<file path="src/rtl/hmmm_pkg.sv">
// Shared types and constants for the HMMM iterative multiply/divide unit.
package hmmm_pkg;

    localparam int WORD_W   = 16;
    localparam int MD_ITERS = 16;
    localparam int CNT_W    = $clog2(MD_ITERS);

    typedef enum logic [1:0] {
        MD_MUL  = 2'b00,
        MD_DIV  = 2'b01,
        MD_MOD  = 2'b10,
        MD_RSVD = 2'b11
    } mdOp_t;

    typedef enum logic [1:0] {
        IDLE = 2'b00,
        RUN  = 2'b01,
        FIX  = 2'b10,
        DONE = 2'b11
    } mdState_t;

    // Two's-complement magnitude; 0x8000 maps to itself and is read as unsigned.
    function automatic logic [WORD_W-1:0] mag(input logic [WORD_W-1:0] v);
        return v[WORD_W-1] ? -v : v;
    endfunction

endpackage

</file>
<file path="src/rtl/muldiv_if.sv">
// Request/response bundle between operand select, the muldiv unit and writeback.
interface muldiv_if;
    import hmmm_pkg::*;

    logic              start;
    logic [1:0]        op;
    logic [WORD_W-1:0] a;
    logic [WORD_W-1:0] b;
    logic              busy;
    logic              done;
    logic [WORD_W-1:0] result;
    logic              divZero;

    modport master (
        output start, op, a, b,
        input  busy, done, result, divZero
    );

    modport slave (
        input  start, op, a, b,
        output busy, done, result, divZero
    );

endinterface

</file>
<file path="src/rtl/muldiv.sv">
// Iterative signed mul / floor-div / floor-mod, 16 iterations plus one sign-fix cycle.
// Mul and div share the accumulator/remainder and the two operand shift registers.
module muldiv
    import hmmm_pkg::*;
(
    input  logic     clk,
    input  logic     reset,
    muldiv_if.slave  md
);

    mdState_t          state_reg;
    mdOp_t             op_reg;
    logic [WORD_W-1:0] acc_reg;     // mul: partial product, div: remainder
    logic [WORD_W-1:0] x_reg;       // mul: multiplicand, div: dividend -> quotient
    logic [WORD_W-1:0] y_reg;       // mul: multiplier, div: |divisor|
    logic [WORD_W-1:0] b_raw_reg;
    logic              a_neg_reg;
    logic              b_neg_reg;
    logic [CNT_W-1:0]  cnt_reg;
    logic              busy_reg;
    logic              done_reg;
    logic              div_zero_reg;
    logic [WORD_W-1:0] result_reg;

    mdOp_t             op_in;
    logic              op_in_is_div;
    logic              is_div;

    always_comb begin
        op_in        = mdOp_t'(md.op);
        op_in_is_div = (op_in == MD_DIV) || (op_in == MD_MOD);
        is_div       = (op_reg == MD_DIV) || (op_reg == MD_MOD);
    end

    logic [WORD_W:0]   rem_shift;
    logic [WORD_W:0]   rem_trial;
    logic [WORD_W-1:0] acc_next;
    logic [WORD_W-1:0] x_next;
    logic [WORD_W-1:0] y_next;

    // One iteration of either restoring division or shift-add multiply.
    always_comb begin
        rem_shift = {acc_reg, x_reg[WORD_W-1]};
        rem_trial = rem_shift - {1'b0, y_reg};
        acc_next  = acc_reg;
        x_next    = x_reg;
        y_next    = y_reg;
        if (is_div) begin
            if (!rem_trial[WORD_W]) begin
                acc_next = rem_trial[WORD_W-1:0];
                x_next   = {x_reg[WORD_W-2:0], 1'b1};
            end else begin
                acc_next = rem_shift[WORD_W-1:0];
                x_next   = {x_reg[WORD_W-2:0], 1'b0};
            end
        end else begin
            if (y_reg[0]) begin
                acc_next = acc_reg + x_reg;
            end
            x_next = {x_reg[WORD_W-2:0], 1'b0};
            y_next = {1'b0, y_reg[WORD_W-1:1]};
        end
    end

    logic              signs_differ;
    logic [WORD_W-1:0] r_signed;
    logic [WORD_W-1:0] fix_value;

    // Convert truncating |a|/|b| results into floor semantics.
    always_comb begin
        signs_differ = a_neg_reg ^ b_neg_reg;
        r_signed     = a_neg_reg ? -acc_reg : acc_reg;
        fix_value    = acc_reg;
        case (op_reg)
            MD_DIV: begin
                if (signs_differ && (acc_reg != '0)) begin
                    fix_value = ~x_reg;
                end else if (signs_differ) begin
                    fix_value = -x_reg;
                end else begin
                    fix_value = x_reg;
                end
            end
            MD_MOD: begin
                if ((r_signed != '0) && signs_differ) begin
                    fix_value = r_signed + b_raw_reg;
                end else begin
                    fix_value = r_signed;
                end
            end
            default: fix_value = acc_reg;
        endcase
    end

    always_ff @(posedge clk) begin
        if (reset) begin
            state_reg    <= IDLE;
            op_reg       <= MD_MUL;
            acc_reg      <= '0;
            x_reg        <= '0;
            y_reg        <= '0;
            b_raw_reg    <= '0;
            a_neg_reg    <= 1'b0;
            b_neg_reg    <= 1'b0;
            cnt_reg      <= '0;
            busy_reg     <= 1'b0;
            done_reg     <= 1'b0;
            div_zero_reg <= 1'b0;
            result_reg   <= '0;
        end else begin
            case (state_reg)
                IDLE, DONE: begin
                    done_reg <= 1'b0;
                    if (md.start) begin
                        op_reg    <= op_in;
                        a_neg_reg <= md.a[WORD_W-1];
                        b_neg_reg <= md.b[WORD_W-1];
                        b_raw_reg <= md.b;
                        acc_reg   <= '0;
                        cnt_reg   <= '0;
                        if (op_in_is_div) begin
                            x_reg <= mag(md.a);
                            y_reg <= mag(md.b);
                        end else begin
                            x_reg <= md.a;
                            y_reg <= md.b;
                        end
                        if (op_in_is_div && (md.b == '0)) begin
                            state_reg    <= DONE;
                            done_reg     <= 1'b1;
                            result_reg   <= '0;
                            div_zero_reg <= 1'b1;
                        end else begin
                            state_reg <= RUN;
                            busy_reg  <= 1'b1;
                        end
                    end else begin
                        state_reg <= IDLE;
                    end
                end
                RUN: begin
                    acc_reg <= acc_next;
                    x_reg   <= x_next;
                    y_reg   <= y_next;
                    cnt_reg <= cnt_reg + 1'b1;
                    if (cnt_reg == CNT_W'(MD_ITERS - 1)) begin
                        state_reg <= FIX;
                    end
                end
                FIX: begin
                    state_reg    <= DONE;
                    busy_reg     <= 1'b0;
                    done_reg     <= 1'b1;
                    result_reg   <= fix_value;
                    div_zero_reg <= 1'b0;
                end
                default: state_reg <= IDLE;
            endcase
        end
    end

    assign md.busy    = busy_reg;
    assign md.done    = done_reg;
    assign md.result  = result_reg;
    assign md.divZero = div_zero_reg;

endmodule

</file>
<file path="src/flat_wrapper.sv">
// flat-port wrapper written by rule: the top's interface ports become plain ports
module muldiv_flat import hmmm_pkg::*;
  (clk, reset, md_start, md_op, md_a, md_b, md_busy, md_done, md_result, md_divZero);
  muldiv_if md_i ();
  input  logic clk;
  input  logic reset;
  input wire logic [$bits(md_i.start)-1:0] md_start;
  input wire logic [$bits(md_i.op)-1:0] md_op;
  input wire logic [$bits(md_i.a)-1:0] md_a;
  input wire logic [$bits(md_i.b)-1:0] md_b;
  output wire logic [$bits(md_i.busy)-1:0] md_busy;
  output wire logic [$bits(md_i.done)-1:0] md_done;
  output wire logic [$bits(md_i.result)-1:0] md_result;
  output wire logic [$bits(md_i.divZero)-1:0] md_divZero;
  assign md_i.start = md_start;
  assign md_i.op = md_op;
  assign md_i.a = md_a;
  assign md_i.b = md_b;
  assign md_busy = md_i.busy;
  assign md_done = md_i.done;
  assign md_result = md_i.result;
  assign md_divZero = md_i.divZero;
  muldiv u_core (.clk(clk), .reset(reset), .md(md_i));
endmodule
</file>
<file path="config.mk">
export PLATFORM = sky130hd
export DESIGN_NAME = muldiv_flat
export DESIGN_NICKNAME = d
export VERILOG_FILES = /design/src/rtl/hmmm_pkg.sv /design/src/rtl/muldiv_if.sv /design/src/rtl/muldiv.sv /design/src/flat_wrapper.sv
export SDC_FILE = /design/constraint.sdc
export NUM_CORES = 1
export LEC_CHECK = 0
export ABC_AREA = 1
export CAP_MARGIN = 40
export CORE_MARGIN = 2
export CORE_UTILIZATION = 60
export CTS_BUF_LIST = sky130_fd_sc_hd__clkbuf_8 sky130_fd_sc_hd__clkbuf_16
export DETAILED_ROUTE_END_ITERATION = 8
export HOLD_SLACK_MARGIN = 0.15
export PLACE_DENSITY_LB_ADDON = 0.08
export SLEW_MARGIN = 20
export SYNTH_ARGS = -nofsm -noshare
export SYNTH_HDL_FRONTEND = slang
export SYNTH_SLANG_ARGS = --single-unit
</file>
<file path="constraint.sdc">
create_clock -name clk -period 3.8 [get_ports clk]
set_clock_uncertainty 0.1 [all_clocks]
set_input_delay 0.76 -clock clk [delete_from_list [all_inputs] [get_ports clk]]
set_output_delay 0.76 -clock clk [all_outputs]
set_load 0.03 [all_outputs]
</file>
* Word-level counts from Yosys, hierarchy flattened
Cells that the tools add are included.
Cells by class: $add $sub $neg 8, eq/ne operators 14, muxes and demuxes 39, bitwise gates (word level) 2, reduce and logical (&&, ||, !) cells 18
Operators with widths (number):
- 16-bit 2-to-1 mux | 17
- 16-bit one-hot mux with 2 select lines | 5
- 16-bit negator | 4
- 16-bit adder | 2
- 16-bit nonzero test | 2
- 17-bit by 16-bit subtractor with 17-bit output | 1
- 16-bit logical NOT | 1
- 16-bit inverter | 1
- 3-bit AND reduction | 4
- 2-bit == test, second input constant | 4
- 1-bit 2-to-1 mux | 8
- 4-bit one-hot mux with 2 select lines | 1
- 2-bit by 1-bit == test with 1-bit output, second input constant | 3
- 2-bit 2-to-1 mux | 3
- 2-bit inequality test, second input constant | 3
- 1-bit one-hot mux with 2 select lines | 3
- 2-bit one-hot mux with 3 select lines | 1
- 4-bit by 1-bit adder with 4-bit output, second input constant | 1
- 4-bit == test, second input constant | 1
- 4-bit 2-to-1 mux | 1
- 2-bit by 1-bit inequality test with 1-bit output, second input constant | 2
- 2-bit AND reduction | 2
- 2-bit nonzero test | 2
- 1-bit logical AND | 3
- other kinds (5) | 6
Word-level totals: flip-flop bits (word level) 93, bits of input ports 37, output and inout bits 19, word-level logic and storage cells 94

* Logic depth before layout (Yosys ltp)
word-level depth 7, mapped depth 25, gate-level depth less buffers 25

* Worst setup path before layout
No wires, ideal clock.
path kind register to register, start point register u_core.acc_reg[0], end point register u_core.result_reg[12] (netlist: u_core.md.result[12]), setup time 137 ps, arrival time 2636 ps, required time 3563 ps, slack 927 ps, stages on the path, launching flop included 18, buffers on the path 0, clock period less this slack 2873 ps, cells stage by stage dfxtp_1 > inv_1 > ha_1 > nor2_1 > nor2_1 > a22oi_1 > inv_1 > ha_1 > nand2_1 > o21ai_0 > a21oi_1 > o21ai_0 > xor2_1 > nand3_1 > nand3_1 > nand2_1 > nand2_1 > a21oi_1
On the way: cells in the longest elaborated chain, start to end 7, elaborated cells on any way between the ends 11, those cells by class add/sub (2); mux (5); reduce/logical (4)
Ends and longest elaborated chain:
- from (decl) | line muldiv.sv:13 | logic [WORD_W-1:0] acc_reg;
- from (signal assigned) | line muldiv.sv:142 | acc_reg <= acc_next;
- parallel branches: the longest is 5 deep, another holds 16-bit negator
- 16-bit one-hot mux with 2 select lines (*) | line muldiv.sv:74 | case (op_reg)
- 16-bit one-hot mux with 2 select lines (*) | line muldiv.sv:111 | case (state_reg)
- to (signal assigned) | line muldiv.sv:154 | result_reg <= fix_value;
- to (decl) | line muldiv.sv:23 | logic [WORD_W-1:0] result_reg;
Mark *: on every way between the ends. A chain may end at the register's enable or synchronous reset.

* Worst setup path after layout
start point register u_core.acc_reg[1], end point register u_core.result_reg[15] (netlist: u_core.md.result[15])
The elaborated chain is that of the path after synthesis.

==> flow_summary.ini <==
[run_status]
status = complete, no violations

[timing]
fmax_ghz = 0.283
worstMarginPinSlew_ns = 0.808
drv_slew = 0
min_period_ns = 3.54
slew_headroom = 0.462
timing.hold.ws_ns = 0.366
setup-tns-final_ns = 0
hold_violations = 0
min_period_over_period = 0.931
rsz0062_at_grt = false
finalSetupViolCount = 0

[critical_path]
r2r_slack_ns = 0.26
cp-start-kind = register
path_max_fanout = 6
max_stage_delay_ns = 0.48
r2r-start = u_core.acc_reg[1]$_SDFFE_PP0P_
critPathTopFamily = compound AO/OA/AOI/OAI gates
worstSetupPathType = register to register
r2r-end = u_core.md.result[15]$_SDFFE_PP0P_
r2r_cells = 19
crit_top_cell = nand2_1
cp.required_ns = 3.91
path_cells = inv_1 > ha_1 > nand3_2 > nand2_1 > xor2_1 > ha_1 > a21o_1 > a21oi_1 > nand2_1 > a21oi_1 > inv_1 > nand3_1 > nand2_1 > inv_1 > nand3_1 > nand3_1 > nand2_1 > nand2_1 > a21oi_1
crit_path_top_delay_cell = dfxtp_1
worst-path-buf-inv = 3
end_kind = register
arrival_ns = 3.65

[global_route]
track_usage = 0.363
grt_pass1_wl_mm = 45.2
antenna_found_initial = 0
overflow = 0
grt_pass1_vias = 8545
grt_max_degree = 67

[yosys]
synthesis.area_sq_um = 8680
yosys.cell_types.count = 51
ys_seq_area_frac = 0.212
netlist_instances = 1402
synthFlopType = dfxtp_1
ys_ff_latch = 92
synth_warnings = 0
async_flop_share = 0
synth_top_cell_by_area = dfxtp_1
avgSynthCellArea_sq_um = 6.19
synth.top_cell.area_share = 0.212
synth_fp_nets = 1501
synth_edf_count = 0
synth_area_leaders = dfxtp_1, nand2_1, a21oi_1

[placement]
hpwl_mm = 21.8
place.gp.congestion = 1.06
dp.cells = 1605
portBuffers = 55

[power]
clockPowerShare = 0.109
p_comb_frac = 0.710
pwr-share-seq = 0.181
power.density_nw_per_um2 = 884
switching_share = 0.559
power.leakage_nw = 4.45
peakVddDrop_v = 0.000398
p_int_mw = 3.76
total_power_mw = 8.54
power_switching_mw = 4.77

[clocking]
post-cts-setup-buffer-count = 0
htree_num_levels = 3
clk_pin_slew_ns = 0.07
holdBufCountCts = 0
worstSkewPairLatency_ns = 0.36
clk_path_buf_depth = 2
cts-resized-gates = 0
cts_sinks = 92
cts_root_buf = clkbuf_16
cts_inserted_buffers = 9
cts_tree = built

[layout]
nets = 1535
layout-drive-gt1-share = 0.0722
antenna_cells = 0
area_growth_pct = 11.3
final_common_cell = nand2_1
mostFrequentLayoutCells = nand2_1, inv_1, a21oi_1
fin_util = 0.690
n_fill_cell = 1348
stdcell_count = 1621

[route]
drtAntennaViolNets = 0
drt_first_pass_iters = 9
wl_per_cell_microns = 17.4
drc_errors = 0
vias = 9531
wl_mm = 28.2
routed_via_density = 5.88
drt-initial-drc-count = 861

[die]
core.rowCount = 43
start_util = 0.620
coreArea_sq_um = 14000
ios = 56
die-height_microns = 124
fp.dieArea_sq_um = 15400
fp.dieW_microns = 124

[worst_hold_path]
min_to = u_core.md.result[9]$_SDFFE_PP0P_
hold_class = register to register
worst_hold_path.num_cells = 2
hold_start = u_core.md.result[9]$_SDFFE_PP0P_

[job]
maxCapViolations = 0
==> worst max path at each step <==
| stage | end | startpoint | cells past startpoint | slack, ns |
|---|---|---|---|---|
| 5_1_grt | u_core.md.result[15]$_SDFFE_PP0P_ | u_core.acc_reg[1]$_SDFFE_PP0P_ | 23 | 0.02 |
| 2_1_floorplan | u_core.md.result[12]$_SDFFE_PP0P_ | u_core.acc_reg[0]$_SDFFE_PP0P_ | 17 | 0.93 |
| 6_report | u_core.md.result[15]$_SDFFE_PP0P_ | u_core.acc_reg[1]$_SDFFE_PP0P_ | 19 | 0.26 |
| 3_5_place_dp | u_core.md.result[15]$_SDFFE_PP0P_ | u_core.acc_reg[1]$_SDFFE_PP0P_ | 19 | 0.40 |
| 4_1_cts | u_core.md.result[15]$_SDFFE_PP0P_ | u_core.acc_reg[1]$_SDFFE_PP0P_ | 19 | 0.38 |
| 3_3_place_gp | u_core.md.result[12]$_SDFFE_PP0P_ | u_core.acc_reg[1]$_SDFFE_PP0P_ | 17 | 0.51 |
==> Yosys cell counts, types with 2 or more instances <==
cell type and count:
inv_2 13, inv_1 163, a21oi_1 149, nand4_1 8, nor4_1 5, nand2_2 13
o21bai_1 6, fa_1 3, nor2_2 7, a21oi_2 11, buf_6 2, a21boi_0 2
o21ai_1 6, clkinv_1 2, dfxtp_1 92, nor3_2 2, buf_2 10, o211ai_1 34
o21ai_0 83, nand2_1 353, a221oi_1 2, ha_1 59, nor2_1 123, clkbuf_1 34
nand3_2 9, nand2_4 4, nand3_1 90, a31o_2 2, nor3_1 17, buf_4 2
a31oi_1 7, a211oi_1 3, a21o_1 4, nor2_4 5, nand3b_1 3, nand3_4 2
o21ai_2 2, xor2_1 26, xnor2_1 20, o221ai_1 13
==> logic make-up (layout without fill, tap and decap cells) <==
logic type	count (synthesis)	count (layout)	synth area share
xor+xnor	46	46	0.0464
flops	92	92	0.212
compound gates	330	330	0.220
buf+inv	227	266	0.102
simple gates	645	645	0.327
fa+ha+maj	62	62	0.0920
==> layout make-up <==
type,count,area [sq um],area share
well taps,180,225,0.0233
inverters,178,668,0.0692
flip-flops and latches,92,1840,0.191
repair buffers,72,677,0.0701
multi-input cells,1083,5950,0.616
clock buffers,10,239,0.0247
clock inverters,6,56.3,0.00583
==> power groups by stage <==
stage | Combinational [mW] | Clock, mW | Sequential (mW)
after global placement | 5.79 | 0 | 1.55
final | 6.06 | 0.932 | 1.55
after CTS | 5.93 | 0.932 | 1.53
after floorplan | 4.49 | 0 | 1.49
after detailed placement | 5.88 | 0 | 1.55
after global routing | 6.71 | 0.973 | 1.57
==> worst reg2reg max path, delay by kind of cell, from the launching register on <==
| kind | cells | cell delay, ns |
|---|---|---|
| compound gates | 4 | 0.78 |
| simple gates | 9 | 0.77 |
| fa+ha+maj | 2 | 0.66 |
| flops | 1 | 0.48 |
| xor+xnor | 1 | 0.34 |
| buf+inv | 3 | 0.30 |
==> metrics by stage <==
step                worst slack [ns]  cell area [sq um]
global route                  0.0184               9660
floorplan                      0.927               8680
CTS                            0.382               9660
global placement               0.510               9350
detailed placement             0.403               9360
finish                         0.261               9660
==> layer usage <==
metal  vias up  track usage  wire (microns)
met2       408        0.546           12000
met4         0        0.147            1040
met1      4332        0.515           12900
met5         -            0               0
li1       4727            -               -
met3        64       0.0606            2280
Power figures use the tool's default switching activity.
==> RTL edit 1: new RTL, config.mk and constraints unchanged <==
Make the reset (`reset`) asynchronous in one clocked block.
--- a/src/rtl/muldiv.sv
+++ b/src/rtl/muldiv.sv
@@ -92,7 +92,7 @@
         endcase
     end
 
-    always_ff @(posedge clk) begin
+    always_ff @(posedge clk or posedge reset) begin
         if (reset) begin
             state_reg    <= IDLE;
             op_reg       <= MD_MUL;
Check against the original RTL: differs if reset is asserted again (counterexample within 4 cycles, from zero or initial values and one cycle with reset high); with reset held inactive, the same outputs for 10 cycles.
==> RTL edit 1 against the unedited design <==
- the flow now finishes with violations (DRC)
- cell area rose by 0.34%
- non-clock buffer count did not move
- sequential cell count did not move
- worst setup slack improved by 0.21 ns
- synthesized area fell by 0.40%
- sequential share of layout area rose by 4.7 points
- wire length fell by 5.4%
- critical path type unchanged
Power is not shown: default switching activity piles up to over one toggle a cycle in this logic, so the estimate is an artifact.
==> RTL edit 1: results (changes against the unedited design) <==
* Final Critical Period at 3.325 ns (-0.2147 ns)
* Ys async rst share at 100.0% (+100 points)
* Sequential cell area fraction in the yosys report at 26.63% (+5.4 points)
* Post-Syn Nets at 1,441 (-4.0%)
* Avg WL per Cell at 16.99 microns (-2.4%)
* Vias in the first global route at 8,226 (-3.7%)
* H-Tree Depth at 3 (unchanged)
* Library cells used by synthesis at 47 (-7.8%)
* TritonRoute pass-1 iters at 8 (-1)
* Path depth of the worst reg2reg path at 20 (+1)
* Worst slack, placed at 0.5793 ns (+0.1758 ns)
* Crit path from: u_core.a_neg_reg$_DFFE_PP0P_
* CP peak stage delay at 0.77 ns (+0.29 ns)
* Top post-synthesis cells by area: dfrtp_1, nand2_1, ha_1, inv_1, o21ai_0
* Final-layout non-clock buffer area share at 7.127% (+0.12 points)
* Hold Crit Start: u_core.md.result[5]$_DFFE_PP0P_
* Crit path DAT at 3.52 ns (-0.13 ns)
* R2R Setup Slk at 0.48 ns (+0.21 ns)
* End of the worst hold path: u_core.md.result[5]$_DFFE_PP0P_
* Total track usage at 36.63% (+0.36 points)
* Largest net degree at the start of global routing at 56 (-16%)
* Seq area share at 23.76% (+4.7 points)
* Share of layout cells above drive strength 1 at 5.036% (-2.2 points)
* Multi-input gate share of total cell area at 56.77% (-4.8 points)
* Signal buffers at 72 (unchanged)
* Layout net count at 1,484 (-3.3%)
* Drt initial violations at 1,099 (+28%)
* DRC at 1 (+1)
* First-pass GRT wire length at 42.82 mm (-5.2%)
* Core Util, Final at 69.28% (+0.23 points)
* Failing checks: DRC
* Worst-path fanout max at 15 (+9)
* Clock network share of area at 3.112% (+0.054 points)
* Final Wtd Congestion at 1.031 (-2.7%)
* HPWL after DPL at 20.56 mm (-5.8%)
* Vias/cell at 5.899 (+0.33%)
* Critical path's top delay family: simple AND/OR/NAND/NOR gates
* Status: finished with violations
* Slowest cell on the critical path: dfrtp_1
* Synth Flop Type: dfrtp_1
* Multi-In Gates at 1,032 (-4.7%)
* Final hold slack at 0.3824 ns (+0.01662 ns)
* Commonest cells in the netlist: nand2_1, inv_1, o21ai_0, nand3_1, nor2_1
* Number of non-filler instances in the completed layout at 1,570 (-3.1%)
* CLK BUF at 9 (-1)
* Slew @ Worst Pin at 0.7879 ns (-0.01977 ns)
* Placed Instance Area at 9389 sq um (+0.28%)
[RTL edit 1: cell types whose count changed in the layout (fill, tap and decap cells not counted), sizes merged, moves of 4 or more]
cell / unedited run / this run
dfrtp: 0 / 92
dfxtp: 92 / 0
a21oi: 160 / 85
o21ai: 91 / 131
nor2: 135 / 108
o211ai: 34 / 12
nand2: 370 / 384
nand3: 101 / 112
xnor2: 20 / 12
xor2: 26 / 34
nor3: 19 / 25
nand3b: 4 / 0
[RTL edit 1: cell families (layout without fill, tap and decap cells)]
family	count (synthesis)	after routing	share of synthesized area [%]
compound gates	281	281	18.25
xor+xnor	46	46	4.834
fa+ha+maj	62	62	9.234
buf+inv	218	266	9.726
flops	92	92	26.63
mux	1	1	0.1303
simple gates	642	642	31.19
[RTL edit 1: per-layer routing]
metal  global-route usage [%]  routed length [microns]  share of wire, %
met4                    15.17                     1212               4.5
met3                    7.601                     2829                11
met2                    56.08                    11470                43
met5                        0                        0                 0
met1                    50.46                    11150                42
==> RTL edit 2: new RTL, same flow settings <==
Made on the original files. The package constant `WORD_W` goes from 16 to 20.
--- a/src/rtl/hmmm_pkg.sv
+++ b/src/rtl/hmmm_pkg.sv
@@ -1,7 +1,7 @@
 // Shared types and constants for the HMMM iterative multiply/divide unit.
 package hmmm_pkg;
 
-    localparam int WORD_W   = 16;
+    localparam int WORD_W   = 20;
     localparam int MD_ITERS = 16;
     localparam int CNT_W    = $clog2(MD_ITERS);
 
Ports: changed (resized md_a, md_b and md_result); port bits go from 56 to 68. No check against the original RTL was run, so the function may have changed too.
==> RTL edit 2 against the unedited design <==
- wire length grew 45%
- combinational power rose by 4.1%
- synthesized area increased by 28%
- final cell count rose by 30%
- via count grew 36%
- power grew 5.4%
- worst setup slack better by 0.11 ns
- largest cell class unchanged
- sequential cell count rose by 20
- cell area up 28%
- sequential share of layout area down 0.89 points
- synthesized cell count grew 31%
- sequential power up 11%
==> RTL edit 2: results (changes against the unedited design) <==
* Status: finished clean
* TritonRoute pass-1 iters at 6 (-3)
* HP Class: flip-flop to flip-flop
* PortBufs at 67 (+22%)
* Sequential cell area fraction in the yosys report at 20.13% (-1.1 points)
* Met3 WL at 4.881 mm (+110%)
* Largest net degree at the start of global routing at 47 (-30%)
* Library cells used by synthesis at 51 (unchanged)
* CP peak stage delay at 0.42 ns (-0.06 ns)
* Worst-path fanout max at 6 (unchanged)
* Met2 Use GR at 66.67% (+12 points)
* Top post-synthesis cells by area: dfxtp_1, nand2_1, a21oi_1, ha_1, inv_1
* Proportion of power drawn by combinational gates at 70.1% (-0.9 points)
* R2R Setup Slk at 0.37 ns (+0.11 ns)
* TritonCTS clock tree: yes
* Slew @ Worst Pin at 0.7398 ns (-0.06787 ns)
* Critical path's top delay family: simple AND/OR/NAND/NOR gates
* Vias in the first global route at 11,920 (+39%)
* End of the worst register-to-register path: u_core.md.result[9]$_SDFFE_PP0P_
* GR Layer Usage met3 at 7.624% (+1.6 points)
* HPWL after DPL at 32.19 mm (+47%)
* Static Leakage at 5.625 nW (+27%)
* Vias/cell at 6.147 (+4.6%)
* Post-Syn Nets at 1,954 (+30%)
* Path depth of the worst reg2reg path at 17 (-2)
* End of the worst hold path: u_core.md.divZero$_SDFFE_PP0P_
* Avg WL per Cell at 19.36 microns (+11%)
* Sw frac at 56.91% (+0.98 points)
* Commonest cells in the netlist: nand2_1, a21oi_1, inv_1, nor2_1, nand3_1
* Met1 usage at 52.79% (+1.3 points)
* Drt initial violations at 1,540 (+79%)
* Clk pwr at 0.973 mW (+4.4%)
* Met2 WL at 17.84 mm (+49%)
* Final Wtd Congestion at 1.089 (+2.9%)
* First-pass GRT wire length at 63.59 mm (+41%)
* Met1 Wirelength at 15.73 mm (+22%)
* Hold Crit Start: u_core.md.divZero$_SDFFE_PP0P_
* Share of layout cells above drive strength 1 at 7.390% (+0.17 points)
* Clock buffer depth at 2 (unchanged)
* Worst IR Drop VDD at 0.0003893 V (-2.3%)
* Placed Instance Area at 12,030 sq um (+28%)
* Slowest cell on the critical path: o21ai_0
* Total track usage at 41.36% (+5.1 points)
* Crit path DAT at 3.59 ns (-0.06 ns)
RTL edit 2: metrics by stage:
| step | setup WS (ns) | power, mW | cells | utilization (%) | hold WS [ns] |
|---|---|---|---|---|---|
| 2_1_floorplan | 0.8399 | 6.125 | 1835 | - | 0.3453 |
| 3_3_place_gp | 0.4246 | 7.703 | 2093 | 66.39 | 0.3376 |
| 3_5_place_dp | 0.3413 | 7.788 | 2094 | 66.50 | 0.3477 |
| 4_1_cts | 0.3240 | 8.763 | 2109 | 68.05 | 0.3601 |
| 5_1_grt | 0.02224 | 9.660 | 2110 | 68.18 | 0.3834 |
| 6_report | 0.3670 | 8.998 | 2110 | 68.18 | 0.3536 |
RTL edit 2: worst reg2reg max path, stage by stage, from the launching register on:
cell and delay (ns):
dfxtp_1 0.37, inv_1 0.19, nand3_2 0.24, o21ai_4 0.24, inv_2 0.04, nand2_1 0.06
nand2_2 0.15, ha_1 0.42, nand2_1 0.13, nor2_1 0.16, inv_1 0.07, o21ai_0 0.42
xnor2_1 0.20, nand3_2 0.09, nand3_1 0.20, nand2_1 0.11, nand2_1 0.09, a21oi_2 0.05
RTL edit 2: cell type report:
class / instances / area [sq um]
clock buffer: 9 / 225.2
multi-input combinational: 1450 / 7820
sequential: 112 / 2242
timing repair buffer: 101 / 940.9
fill: 1722 / 5754
inverter: 203 / 762.0
tap: 229 / 286.5
clock inverter: 6 / 55.05
RTL edit 2: kinds of logic after synthesis:
| group | Yosys count | synth area share, % |
|---|---|---|
| flip-flops | 112 | 20.13 |
| adder cells (fa/ha/maj) | 74 | 8.517 |
| AO/OA/AOI/OAI | 434 | 22.53 |
| AND/OR/NAND/NOR | 887 | 34.63 |
| XOR/XNOR | 55 | 4.461 |
| buffers and inverters | 273 | 9.730 |
